[config.mk]
export PLATFORM = sky130hd
export DESIGN_NAME = uart_bus_responder
export DESIGN_NICKNAME = d
export VERILOG_FILES = /design/src/rtl/uart_bus_responder.sv
export SDC_FILE = /design/constraint.sdc
export NUM_CORES = 1
export LEC_CHECK = 0
export ABC_AREA = 1
export BUFFER_PORTS_ARGS = -buffer_cell sky130_fd_sc_hd__buf_2
export CAP_MARGIN = 0
export CORE_UTILIZATION = 45
export CTS_CLUSTER_SIZE = 20
export DETAILED_ROUTE_END_ITERATION = 10
export PLACE_DENSITY = 0.68
export SLEW_MARGIN = 0
export SYNTH_ARGS = -nofsm -noshare
export SYNTH_HDL_FRONTEND = slang
export SYNTH_SLANG_ARGS = --single-unit
[constraint.sdc]
create_clock -name clk -period 4.9 [get_ports clk]
set_input_delay 1.47 -clock clk [delete_from_list [all_inputs] [get_ports clk]]
set_output_delay 1.47 -clock clk [all_outputs]
set_load 0.02 [all_outputs]
[src/rtl/uart_bus_responder.sv]
// Memory-mapped UART peripheral on the CPU's MEM-stage data bus.
// Registers: TXD at BASE_ADDR, RXD at BASE_ADDR+4, CON at BASE_ADDR+8.
// CON = {rx_err, tx_busy, rx_valid, tx_done, rx_irq_en, tx_irq_en}.
// Ports:
//   clk, reset       - system clock, asynchronous active-high reset
//   mem_read         - bus read strobe; rdata is combinational
//   mem_write        - bus write strobe, committed at the rising clk edge
//   addr, wdata      - byte address (addr[1:0] ignored), store data
//   rdata            - load data
//   tx, rx           - serial output (idle high), serial input (async)
//   irq              - level interrupt request
module uart_bus_responder #(
  parameter int unsigned CLK_DIV   = 10417,
  parameter logic [31:0] BASE_ADDR = 32'h4000_0018
) (
  input  logic        clk,
  input  logic        reset,
  input  logic        mem_read,
  input  logic        mem_write,
  input  logic [31:0] addr,
  input  logic [31:0] wdata,
  output logic [31:0] rdata,
  output logic        tx,
  input  logic        rx,
  output logic        irq
);

  localparam int unsigned CNT_W = $clog2(CLK_DIV);
  localparam logic [CNT_W-1:0] BIT_LAST  = CNT_W'(CLK_DIV - 1);
  localparam logic [CNT_W-1:0] HALF_LAST = CNT_W'(CLK_DIV / 2 - 1);
  localparam logic [29:0] TXD_WA = BASE_ADDR[31:2];
  localparam logic [29:0] RXD_WA = TXD_WA + 30'd1;
  localparam logic [29:0] CON_WA = TXD_WA + 30'd2;

  localparam logic [1:0] S_IDLE  = 2'd0;
  localparam logic [1:0] S_START = 2'd1;
  localparam logic [1:0] S_DATA  = 2'd2;
  localparam logic [1:0] S_STOP  = 2'd3;

  // Registered state
  logic [1:0]       tx_state, rx_state;
  logic [CNT_W-1:0] tx_cnt, rx_cnt;
  logic [2:0]       tx_bit, rx_bit;
  logic [7:0]       tx_byte, rx_shift, rx_data;
  logic             tx_busy, tx_done, rx_valid, rx_err, tx_irq_en, rx_irq_en;
  logic             rx_m, rx_s, rx_prev;

  // Next-state values
  logic [1:0]       tx_state_d, rx_state_d;
  logic [CNT_W-1:0] tx_cnt_d, rx_cnt_d;
  logic [2:0]       tx_bit_d, rx_bit_d;
  logic [7:0]       tx_byte_d, rx_shift_d, rx_data_d;
  logic             tx_busy_d, tx_d, tx_done_set, rx_set, rx_err_set;
  logic             tx_done_d, rx_valid_d, rx_err_d, tx_irq_en_d, rx_irq_en_d, irq_d;

  // Address decode and bus strobes
  logic hit_txd, hit_rxd, hit_con, wr_txd, wr_con, rd_rxd, rd_con;
  assign hit_txd = (addr[31:2] == TXD_WA);
  assign hit_rxd = (addr[31:2] == RXD_WA);
  assign hit_con = (addr[31:2] == CON_WA);
  assign wr_txd  = mem_write & hit_txd;
  assign wr_con  = mem_write & hit_con;
  assign rd_rxd  = mem_read & hit_rxd;
  assign rd_con  = mem_read & hit_con;

  // Combinational read mux so the CPU captures rdata in the same MEM cycle
  always_comb begin
    rdata = 32'd0;
    if (mem_read) begin
      if (hit_txd)      rdata = {24'd0, tx_byte};
      else if (hit_rxd) rdata = {24'd0, rx_data};
      else if (hit_con) rdata = {26'd0, rx_err, tx_busy, rx_valid, tx_done, rx_irq_en, tx_irq_en};
    end
  end

  // TX FSM: the accepting cycle only latches the byte; START begins on the next edge
  always_comb begin
    tx_state_d  = tx_state;
    tx_cnt_d    = tx_cnt;
    tx_bit_d    = tx_bit;
    tx_byte_d   = tx_byte;
    tx_busy_d   = tx_busy;
    tx_d        = tx;
    tx_done_set = 1'b0;
    case (tx_state)
      S_IDLE: begin
        if (tx_busy) begin
          tx_state_d = S_START;
          tx_cnt_d   = '0;
          tx_d       = 1'b0;
        end else if (wr_txd) begin
          tx_byte_d = wdata[7:0];
          tx_busy_d = 1'b1;
        end
      end
      S_START: begin
        if (tx_cnt == BIT_LAST) begin
          tx_cnt_d   = '0;
          tx_state_d = S_DATA;
          tx_bit_d   = 3'd0;
          tx_d       = tx_byte[0];
        end else tx_cnt_d = tx_cnt + CNT_W'(1);
      end
      S_DATA: begin
        if (tx_cnt == BIT_LAST) begin
          tx_cnt_d = '0;
          if (tx_bit == 3'd7) begin
            tx_state_d = S_STOP;
            tx_d       = 1'b1;
          end else begin
            tx_bit_d = tx_bit + 3'd1;
            tx_d     = tx_byte[tx_bit + 3'd1];
          end
        end else tx_cnt_d = tx_cnt + CNT_W'(1);
      end
      default: begin
        if (tx_cnt == BIT_LAST) begin
          tx_cnt_d    = '0;
          tx_state_d  = S_IDLE;
          tx_busy_d   = 1'b0;
          tx_done_set = 1'b1;
        end else tx_cnt_d = tx_cnt + CNT_W'(1);
      end
    endcase
  end

  // RX FSM: start edge, half-bit glitch check, then bit-centre sampling
  always_comb begin
    rx_state_d = rx_state;
    rx_cnt_d   = rx_cnt;
    rx_bit_d   = rx_bit;
    rx_shift_d = rx_shift;
    rx_data_d  = rx_data;
    rx_set     = 1'b0;
    rx_err_set = 1'b0;
    case (rx_state)
      S_IDLE: begin
        if (rx_prev & ~rx_s) begin
          rx_state_d = S_START;
          rx_cnt_d   = '0;
        end
      end
      S_START: begin
        if (rx_cnt == HALF_LAST) begin
          rx_cnt_d   = '0;
          rx_bit_d   = 3'd0;
          rx_state_d = rx_s ? S_IDLE : S_DATA;
        end else rx_cnt_d = rx_cnt + CNT_W'(1);
      end
      S_DATA: begin
        if (rx_cnt == BIT_LAST) begin
          rx_cnt_d   = '0;
          rx_shift_d = {rx_s, rx_shift[7:1]};
          if (rx_bit == 3'd7) rx_state_d = S_STOP;
          else                rx_bit_d   = rx_bit + 3'd1;
        end else rx_cnt_d = rx_cnt + CNT_W'(1);
      end
      default: begin
        if (rx_cnt == BIT_LAST) begin
          rx_cnt_d   = '0;
          rx_state_d = S_IDLE;
          if (rx_s) begin
            rx_data_d  = rx_shift;
            rx_set     = 1'b1;
            rx_err_set = rx_valid;
          end else begin
            rx_err_set = 1'b1;
          end
        end else rx_cnt_d = rx_cnt + CNT_W'(1);
      end
    endcase
  end

  // Status flags: hardware set wins over a same-cycle read clear
  always_comb begin
    tx_done_d   = tx_done_set | (tx_done & ~rd_con);
    rx_err_d    = rx_err_set | (rx_err & ~rd_con);
    rx_valid_d  = rx_set | (rx_valid & ~rd_rxd);
    tx_irq_en_d = wr_con ? wdata[0] : tx_irq_en;
    rx_irq_en_d = wr_con ? wdata[1] : rx_irq_en;
    irq_d       = (tx_done_d & tx_irq_en_d) | (rx_valid_d & rx_irq_en_d);
  end

  always_ff @(posedge clk or posedge reset) begin
    if (reset) begin
      tx_state  <= S_IDLE;
      tx_cnt    <= '0;
      tx_bit    <= 3'd0;
      tx_byte   <= 8'd0;
      tx_busy   <= 1'b0;
      tx        <= 1'b1;
      rx_state  <= S_IDLE;
      rx_cnt    <= '0;
      rx_bit    <= 3'd0;
      rx_shift  <= 8'd0;
      rx_data   <= 8'd0;
      rx_m      <= 1'b1;
      rx_s      <= 1'b1;
      rx_prev   <= 1'b1;
      tx_done   <= 1'b0;
      rx_valid  <= 1'b0;
      rx_err    <= 1'b0;
      tx_irq_en <= 1'b0;
      rx_irq_en <= 1'b0;
      irq       <= 1'b0;
    end else begin
      tx_state  <= tx_state_d;
      tx_cnt    <= tx_cnt_d;
      tx_bit    <= tx_bit_d;
      tx_byte   <= tx_byte_d;
      tx_busy   <= tx_busy_d;
      tx        <= tx_d;
      rx_state  <= rx_state_d;
      rx_cnt    <= rx_cnt_d;
      rx_bit    <= rx_bit_d;
      rx_shift  <= rx_shift_d;
      rx_data   <= rx_data_d;
      rx_m      <= rx;
      rx_s      <= rx_m;
      rx_prev   <= rx_s;
      tx_done   <= tx_done_d;
      rx_valid  <= rx_valid_d;
      rx_err    <= rx_err_d;
      tx_irq_en <= tx_irq_en_d;
      rx_irq_en <= rx_irq_en_d;
      irq       <= irq_d;
    end
  end

endmodule

==> impl_results.md <==
* Critical path arrival at 2.91 ns
* TritonCTS Buffers at 9
* Post-Syn Instances at 650
* Ranking of synthesized cells by area: dfrtp_1, nand2_1, inv_1, nor2_1, nand3_1
* Cts repair resizes at 0
* Maxcap violations at 0
* Setup TNS at 0 ns
* Fin crit period at 4.38 ns
* Post-synth top area share at 36.8%
* Avg Inst Size Synth at 7.21 um^2
* Initial antenna violation count at 0
* Critical path class: input port to primary output
* Clock power frac at 30.5%
* Post-route DRC at 0
* Vias at 4147
* Combinational share of power at 20.2%
* Die Area at 10800 um^2
* Final hold vios at 0
* Die height at 104 um
* Cell Rows at 36
* Global-route wire length before repair at 17200 um
* Synth Warn # at 0
* Clk_skew at 0.0120 ns
* Total Routed Length at 9990 um
* Psw at 0.000446 W
* H-tree Lvls at 3
* P per Cell Area at 272 nW/um^2
* Worst IR Drop VDD at 146 uV
* GPL Wtd Cong at 0.970
* Area growth syn-to-layout at 10.2%
* Via density at 4.91
* Top Ports at 103
* Synth Flop Type: dfrtp_1
* Critical Path RT at 3.43 ns
* RSZ-0062 raised after global routing: false
* Share of cells above drive strength 1 at 16.5%
* DRT antenna net count at 0
* Post-detail-place hpwl at 7640 um
* Setup bufs post-CTS at 0
* Leak at 2.59 nW
* Register area share after synthesis at 39.1%
* CTS Sinks at 73
* Final core occ at 51.9%
* Area after DPL at 4990 um^2
* Sequential share of power at 49.4%
* Final Cycle Share at 89.4%
* Die W at 104 um
* Mapped Area at 4690 um^2
* Cell taking the most area after synthesis: dfrtp_1
* Pint at 0.000961 W
* Largest net degree at the start of global routing at 42
* PortBufs at 52
* Core Region at 9950 um^2
* CTS tree: built
* Slew headroom at 41.8%
* Worst skew pair latency at 0.35 ns
* # hold bufs at CTS at 0
* EDFF count, synth at 0
* Setup violators final at 0
* Buffer depth of the longest clock path at 2
* Top-count cell post-synth: nand2_1
* Top cells by count, synth: nand2_1, inv_1, nor2_1, dfrtp_1, nand3_1
* Drt pass-1 iters at 4
* Status: finished clean
* Final Instance Area at 5160 um^2
* Startpoint Class: input port
* Clock slew seen by the registers of the worst setup and hold paths at 0.07 ns
* Vias in the first global route at 3919
* Initial Util at 47.1%
* Starting DRT DRC Count at 212
* Hold slack at 0.367 ns
* Synthesized flop and latch total at 73
* Fmax at 0.228 GHz
* Worst hold-check path type: flip-flop to flip-flop
* Yosys cell types at 40
* Total grt overflow at 0
* Max FO, Critical Path at 6
* Clk root buf: clkbuf_8
* Layout Nets at 787
* Ys async rst share at 100%
* Max Slew Vio Count at 0
* Post-DR wirelength/cell at 11.8 um
* Actual slew at the worst max-slew pin at 0.871 ns
* Diode count at 0
* Global-route usage over all layers at 19.5%
* Switching part of the total at 31.7%
* Crit. End Element: primary output
-- worst max-delay path, stage by stage --
cell and delay, ns:
buf_2 0.11, inv_1 0.07, nand2_1 0.07, nor2_1 0.15
nand2_1 0.08, nor2_1 0.31, o2111ai_1 0.25, a21oi_1 0.21
buf_2 0.19
-- through the flow --
| stage | instances | power, W | worst slack (ns) |
|---|---|---|---|
| 4_1_cts | 844 | 0.00142 | 0.512 |
| 3_5_place_dp | 828 | 0.000990 | 0.513 |
| 6_report | 844 | 0.00141 | 0.518 |
| 3_3_place_gp | 828 | 0.000975 | 0.544 |
| 2_1_floorplan | 673 | 0.000928 | 0.894 |
| 5_1_grt | 844 | 0.00150 | 0.352 |
-- per-layer routing --
metal	wire length [um]	vias up	part of all wire (%)	GRT usage, %
li1	-	2144	-	-
met1	4770	1874	48	25.0
met2	4560	114	46	32.4
met3	513	15	5.1	4.45
met4	154	0	1.5	6.43
met5	0	-	0	0
-- cells in the final DEF (no fill, tap or decap), types with 12 or more instances in the layout --
| cell | count |
|---|---|
| inv_1 | 77 |
| inv_2 | 16 |
| nand2_1 | 175 |
| conb_1 | 24 |
| ha_1 | 12 |
| o21ai_1 | 26 |
| nand3_1 | 55 |
| buf_2 | 52 |
| nor2_1 | 77 |
| dfrtp_1 | 69 |
| o21ai_0 | 14 |
-- worst paths after layout --
| check | slack [ns] | cells after the start | startpoint | endpoint |
|---|---|---|---|---|
| setup reg to reg | 2.93 | 6 | tx_state[0] | tx_cnt[7] |
| max in group asynchronous | 2.62 | 3 | reset | rx_prev |
| min in group asynchronous | 1.30 | 2 | reset | irq |
| hold / removal | 0.37 | 0 | rx_m | rx_s |
| hold reg to reg | 0.37 | 0 | rx_m | rx_s |
| setup / recovery | 0.52 | 9 | addr[18] | rdata[2] |
-- logic make-up after synthesis --
logic type / after synthesis / synth area share [%]
AO/OA/AOI/OAI: 76 / 9.72
XOR/XNOR: 8 / 1.49
adder cells (fa/ha/maj): 12 / 3.20
buffers and inverters: 125 / 12.2
flip-flops: 73 / 39.1
other: 1 / 0.0800
AND/OR/NAND/NOR: 355 / 34.2
-- final cells by class --
cell class / count / area (um^2)
inverter: 94 / 353
clock inverter: 2 / 12.5
tap: 133 / 166
timing repair buffer: 53 / 268
multi-input combinational: 475 / 2370
fill: 978 / 4790
sequential: 73 / 1830
clock buffer: 14 / 163
-- power groups by stage --
stage / registers (W) / logic, W / clock network [W]
global placement: 0.000703 / 0.000272 / 0
floorplan: 0.000695 / 0.000233 / 0
CTS: 0.000694 / 0.000287 / 0.000441
finish: 0.000695 / 0.000284 / 0.000429
global route: 0.000704 / 0.000332 / 0.000467
detailed placement: 0.000705 / 0.000286 / 0
-- sequential cells by signal, indices dropped and copies added (netlist names), 2 cells and up --
| signal | count |
|---|---|
| rx_bit | 3 |
| rx_cnt | 14 |
| rx_data | 8 |
| rx_shift | 8 |
| rx_state | 2 |
| tx_bit | 3 |
| tx_byte | 8 |
| tx_cnt | 14 |
| tx_state | 2 |
No activity file was read; power rests on OpenSTA's default activity.
